<file path="config.mk">
export PLATFORM = sky130hd
export DESIGN_NAME = shift_reg_seq
export DESIGN_NICKNAME = d
export VERILOG_FILES = /design/src/rtl/shift_reg_seq_pkg.sv /design/src/rtl/shift_reg_seq_bit_counter.sv /design/src/rtl/shift_reg_seq.sv
export SDC_FILE = /design/constraint.sdc
export NUM_CORES = 1
export LEC_CHECK = 0
export ABC_AREA = 1
export CAP_MARGIN = 15
export CORE_AREA = 2 2 39 41
export DETAILED_ROUTE_END_ITERATION = 6
export DIE_AREA = 0 0 41 43
export GPL_ROUTABILITY_DRIVEN = 0
export PLACE_DENSITY = 0.82
export SLEW_MARGIN = 10
export SYNTH_ARGS = -nofsm -noshare
export SYNTH_HDL_FRONTEND = slang
export SYNTH_HIERARCHICAL = 1
export SYNTH_SLANG_ARGS = --single-unit
export TNS_END_PERCENT = 100
</file>
<file path="constraint.sdc">
create_clock -name clk -period 3.6 [get_ports clk]
set_clock_uncertainty 0.2 [all_clocks]
set_input_delay 0.72 -clock clk [delete_from_list [all_inputs] [get_ports clk]]
set_output_delay 0.72 -clock clk [all_outputs]
set_load 0.02 [all_outputs]
</file>
<file path="src/rtl/shift_reg_seq_pkg.sv">
// shift_reg_seq_pkg
//   Shared types and constants for the shift_reg_seq serializer/deserializer.
//   - state_t : transfer FSM encoding (IDLE / SHIFT / DONE)
//   - DIR_LEFT / DIR_RIGHT : values of the dir input
package shift_reg_seq_pkg;

  typedef enum logic [1:0] {
    ST_IDLE  = 2'd0,
    ST_SHIFT = 2'd1,
    ST_DONE  = 2'd2
  } state_t;

  localparam logic DIR_LEFT  = 1'b0;
  localparam logic DIR_RIGHT = 1'b1;

endpackage

</file>
<file path="src/rtl/shift_reg_seq_bit_counter.sv">
// sr_bit_counter
//   Counts shifts of one transfer and flags the shift that completes it.
//   Ports:
//     clk  in  1      rising-edge clock
//     clr  in  1      synchronous clear (wins over en)
//     en   in  1      count one shift
//     cnt  out CNT_W  shifts completed so far
//     tc   out 1      high on the enabled cycle whose shift makes cnt reach WIDTH
module sr_bit_counter
  import shift_reg_seq_pkg::*;
#(
  parameter int WIDTH = 4,
  parameter int CNT_W = 3
) (
  input  logic             clk,
  input  logic             clr,
  input  logic             en,
  output logic [CNT_W-1:0] cnt,
  output logic             tc
);

  always_ff @(posedge clk) begin
    if (clr) begin
      cnt <= '0;
    end else if (en) begin
      cnt <= cnt + CNT_W'(1);
    end
  end

  assign tc = en && (cnt == CNT_W'(WIDTH - 1));

endmodule

</file>
<file path="src/rtl/shift_reg_seq.sv">
// shift_reg_seq
//   Parallel-load / serial-in / serial-out shift register with selectable
//   direction and a small FSM that tracks a WIDTH-bit transfer.
//   Optional feature macro: SHIFT_ROT_EN (rot=1 recirculates the outgoing bit).
//   Ports:
//     clk      in  1      rising-edge clock
//     reset    in  1      synchronous, active-high
//     ld       in  1      load pd_in and start a transfer
//     pd_in    in  WIDTH  parallel load data
//     sh_en    in  1      shift enable (0 stalls the transfer)
//     dir      in  1      0 = left (MSB out), 1 = right (LSB out)
//     d_in     in  1      serial input
//     rot      in  1      rotate request (ignored unless SHIFT_ROT_EN)
//     out      out 1      serial output bit
//     pd_out   out WIDTH  register contents
//     busy     out 1      transfer in progress
//     done     out 1      one-cycle completion pulse
//     bit_cnt  out CNT_W  shifts completed in the current transfer
//
//   state  | meaning
//   IDLE   | no transfer; waiting for ld
//   SHIFT  | transfer in progress; shifting on sh_en
//   DONE   | WIDTH shifts finished; done pulse for one cycle
module shift_reg_seq
  import shift_reg_seq_pkg::*;
#(
  parameter int WIDTH = 4,
  parameter int CNT_W = 3
) (
  input  logic             clk,
  input  logic             reset,
  input  logic             ld,
  input  logic [WIDTH-1:0] pd_in,
  input  logic             sh_en,
  input  logic             dir,
  input  logic             d_in,
  input  logic             rot,
  output logic             out,
  output logic [WIDTH-1:0] pd_out,
  output logic             busy,
  output logic             done,
  output logic [CNT_W-1:0] bit_cnt
);

  state_t           state;
  state_t           state_nxt;
  logic [WIDTH-1:0] q;
  logic             shout;
  logic             sin;
  logic             shift_go;
  logic             cnt_clr;
  logic             tc;

  assign shout = (dir == DIR_RIGHT) ? q[0] : q[WIDTH-1];

`ifdef SHIFT_ROT_EN
  assign sin = rot ? shout : d_in;
`else
  logic unused_rot;
  assign unused_rot = rot;
  assign sin        = d_in;
`endif

  // ld outranks shifting, so a reload in SHIFT never also advances the count.
  assign shift_go = (state == ST_SHIFT) && sh_en && !ld;
  // DONE always leaves the counter at zero: either IDLE or a fresh transfer follows.
  assign cnt_clr  = reset || ld || (state == ST_DONE);

  sr_bit_counter #(
    .WIDTH (WIDTH),
    .CNT_W (CNT_W)
  ) u_cnt (
    .clk (clk),
    .clr (cnt_clr),
    .en  (shift_go),
    .cnt (bit_cnt),
    .tc  (tc)
  );

  always_ff @(posedge clk) begin
    if (reset) begin
      q <= '0;
    end else if (ld) begin
      q <= pd_in;
    end else if (shift_go) begin
      if (dir == DIR_RIGHT) q <= {sin, q[WIDTH-1:1]};
      else                  q <= {q[WIDTH-2:0], sin};
    end
  end

  always_ff @(posedge clk) begin
    if (reset) state <= ST_IDLE;
    else       state <= state_nxt;
  end

  always_comb begin
    state_nxt = state;
    case (state)
      ST_IDLE:  if (ld) state_nxt = ST_SHIFT;
      ST_SHIFT: if (!ld && tc) state_nxt = ST_DONE;
      ST_DONE:  state_nxt = ld ? ST_SHIFT : ST_IDLE;
      default:  state_nxt = ST_IDLE;
    endcase
  end

  assign out    = shout;
  assign pd_out = q;
  assign busy   = (state == ST_SHIFT);
  assign done   = (state == ST_DONE);

endmodule

</file>
# Word level (Yosys, flattened, before mapping)
# Cells that the tools add are included.
[word_totals]
register_bits = 9
wordCells = 27
in_bits = 11
out_inout_bits = 10
[classes]
n_eq_ne = 5
n_addsub = 1
muxes = 8
reduce_logical = 10
[ops]
columns = ["operator", "n"]
rows = [
  ["$mux W4", 3],
  ["$pmux W2 S3", 1],
  ["$logic_and A1 B1 Y1", 4],
  ["$mux W2", 2],
  ["$add A3 B1 Y3 const B", 1],
  ["$eq A3 B2 Y1 const B", 1],
  ["$eq A2 B1 Y1 const B", 1],
  ["$eq A2 B2 Y1 const B", 1],
  ["$logic_not A2 Y1", 1],
  ["$logic_or A1 B1 Y1", 2],
  ["$mux W1", 2],
  ["$ne A2 B1 Y1 const B", 1],
  ["$ne A2 B2 Y1 const B", 1],
  ["$reduce_and A2 Y1", 1],
  ["$reduce_bool A2 Y1", 1],
  ["$logic_not A1 Y1", 1],
]

# Logic depth before layout (Yosys ltp)
[depth]
ltp_word = 7
mapped_depth = 8
mapped_depth_nobuf = 8

# Hierarchy
# Netlist, hierarchy kept.
[modules_own_cells]
columns = ["mod", "cells_each", "seq_area_each_um2", "instances", "area_per_inst_um2"]
rows = [
  ["shift_reg_seq", 64, 120.1, 1, 386.6],
  ["sr_bit_counter", 22, 60.1, 1, 148.9],
]

# Worst setup path before layout
# Ideal clock, no wire load.
[synth_path]
path_type = "input-to-output"
start = "input dir"
end = "output out"
setup_slack_ps = 1474
path_buffers = 0
cell_stages = 1
arrival_time_ps = 1206
path_cell_list = "o21ai_0"
[synth_via]
elab_chain_cells = 1
[synth_lines]
columns = ["item", "line_no", "text"]
rows = [
  ["start: declaration", "shift_reg_seq.sv:35", "input logic dir,"],
  ["$mux W1", "shift_reg_seq.sv:54", "assign shout = (dir == DIR_RIGHT) ? q[0] : q[WIDTH-1];"],
  ["end: declaration", "shift_reg_seq.sv:38", "output logic out,"],
]
# No other way between the ends.

# Worst setup path after layout
# Same ends and word-level chain as after synthesis.

==> results.toml <==
[timing]
finalCritPeriodShare_pct = 83.02
rsz0062_at_grt = "no"
maxSlewHeadroom_pct = 68.13
setup_viol = 0
setup_ws_ps = 611.2
worstMarginPinSlew_ps = 476.6
hold_viol = 0
max_freq_ghz = 0.3346
drv_slew = 0
fin_tns_setup_ps = 0
period_needed_ps = 2989

[routing]
firstDrtPassIters = 2
post_drt_wl_per_cell_um = 9.734
drt_iter0_markers = 3
wl_mm = 1.207
route.antenna.remaining_nets = 0
vias = 581
vias_per_cell = 4.685
route.detailed.drc = 0

[synth]
synth-seq-cells = 9
syn_area_um2 = 535.5
synth.distinct_cells = 16
synthesis.nets = 99
synth_cells = 86
yosys_warnings = 6
avgSynthCellArea_um2 = 6.227
ys_seq_area_share_pct = 33.64

[grt]
overflow = 0
grt_pass1_wl_mm = 2.042
grt_pass1_vias = 515
grt_max_degree = 15
antenna_found_initial = 0
gr-usage-all-layers_pct = 17.36

[worst_setup_path]
crit_start = "dir"
r2r-start = "state[0]"
cp_max_fo = 7
r2r_cells = 6
cp-start-kind = "input pin"
arrival_ps = 2070
critPathKind = "input pin to output port"
cp-end-kind = "output port"
cp_data_required_time_ps = 2680

[floorplan]
dieArea_um2 = 1763
initial_core_util_pct = 38.70
ios = 21
rows = 14
core-area_um2 = 1384
die_h_um = 43
die_w_um = 41

[min_path]
hp-class = "register to register"
min_delay_path_depth = 2
min_from = "u_cnt/cnt[1]"

[cts]
cts_resized = 0
clk_pin_slew_ps = 60
postCtsSetupBuffers = 0
holdBufCountCts = 0
htree_num_levels = 1
cts-buffers-inserted = 3
root_buffer = "clkbuf_4"
cts_sinks = 9
cts_tree = "built"
clockBufferDepth = 2
clkLatencyLatePin_ps = 260

[cells_and_area]
final_cells = 124
area_growth_pct = 42.06
drive_gt1_share_pct = 10.19
stdcell_area_um2 = 760.7
fin_util_pct = 54.97
nNetsFinal = 122
num_antenna_cells = 0

[placed_design]
dp_cells = 120
port_buffers = 19
place_ws_ps = 613.8
post-dp-hpwl_um = 900.5
place_area_um2 = 734.5

[pwr]
peakVddDrop_v = 0.0001553
power.density_nw_per_um2 = 328.6
p_leak_nw = 0.3374

[flow_run]
maxCapViolCount = 0

[status]
status = "completed"
==> stage by stage <==
step                      power (mW)  hold WS (ps)
after floorplan               0.1461         344.6
final                         0.2500         290.4
after global placement        0.1727         280.5
after CTS                     0.2546         293.0
after global routing          0.2707         332.3
after detailed placement      0.1739         281.9
==> layer usage <==
metal | global-route usage, % | share of wire, % | vias up
li1 | - | - | 306
met1 | 19.28 | 41 | 250
met2 | 27.81 | 47 | 20
met3 | 3.141 | 8.6 | 5
met4 | 12.00 | 3.0 | 0
met5 | 0 | 0 | -
==> placed cells by master, fill, tap and decap left out, drive strengths merged <==
master	n
a21oi	5
clkbuf	4
clkdlybuf4s50	19
dfxtp	9
ha	2
inv	12
nand2	31
nand3	2
nand3b	3
nor2	18
nor4	1
o21ai	2
==> sequential cells by signal (all words and copies together), names as in the netlist <==
register	flops
pd_out	4
u_cnt/cnt	3
state	2
==> synthesized netlist by cell type <==
library cell / number / area [um2]
a21oi_1: 5 / 25.02
buf_6: 1 / 11.26
dfxtp_1: 9 / 180.2
ha_1: 2 / 25.02
inv_1: 8 / 30.03
inv_2: 4 / 15.01
nand2_1: 30 / 112.6
nand2_2: 1 / 6.260
nand3_1: 1 / 5.000
nand3_2: 1 / 10.01
nand3b_1: 3 / 22.52
nor2_1: 17 / 63.81
nor2_2: 1 / 6.260
nor4_2: 1 / 12.51
o21ai_0: 1 / 5.000
o21ai_1: 1 / 5.000
==> worst max-delay path: stages <==
cell             delay, ps
clkdlybuf4s50_1        590
nand2_1                 70
o21ai_0                 70
clkdlybuf4s50_1        620
==> report_power, final <==
group / internal [mW] / switching [mW] / total, mW
registers: 0.105 / 0.00500 / 0.110
logic: 0.0300 / 0.0315 / 0.0615
clock network: 0.0427 / 0.0357 / 0.0785
total: 0.178 / 0.0723 / 0.250
==> cell type report <==
type                       instances  area (um2)
tap                               16       20.02
timing repair buffer              19       190.2
sequential                         9       180.2
inverter                          12       45.04
multi-input combinational         64       299.0
clock buffer                       4       26.28
fill                             149       623.1
==> final timing paths <==
| check | end | slack [ps] |
|---|---|---|
| worst max-delay path | out | 610 |
| worst min-delay path | u_cnt/cnt[1] | 290 |
| worst max register to register | state[1] | 2010 |
| worst min register to register | u_cnt/cnt[1] | 290 |
==> kinds of logic after synthesis <==
kind of cell             synth area share (%)
adder cells (fa/ha/maj)                 4.672
buffers and inverters                   10.51
flip-flops                              33.64
AND/OR/NAND/NOR                         44.63
AO/OA/AOI/OAI                           6.540
No activity file was read; power rests on OpenSTA's default activity.
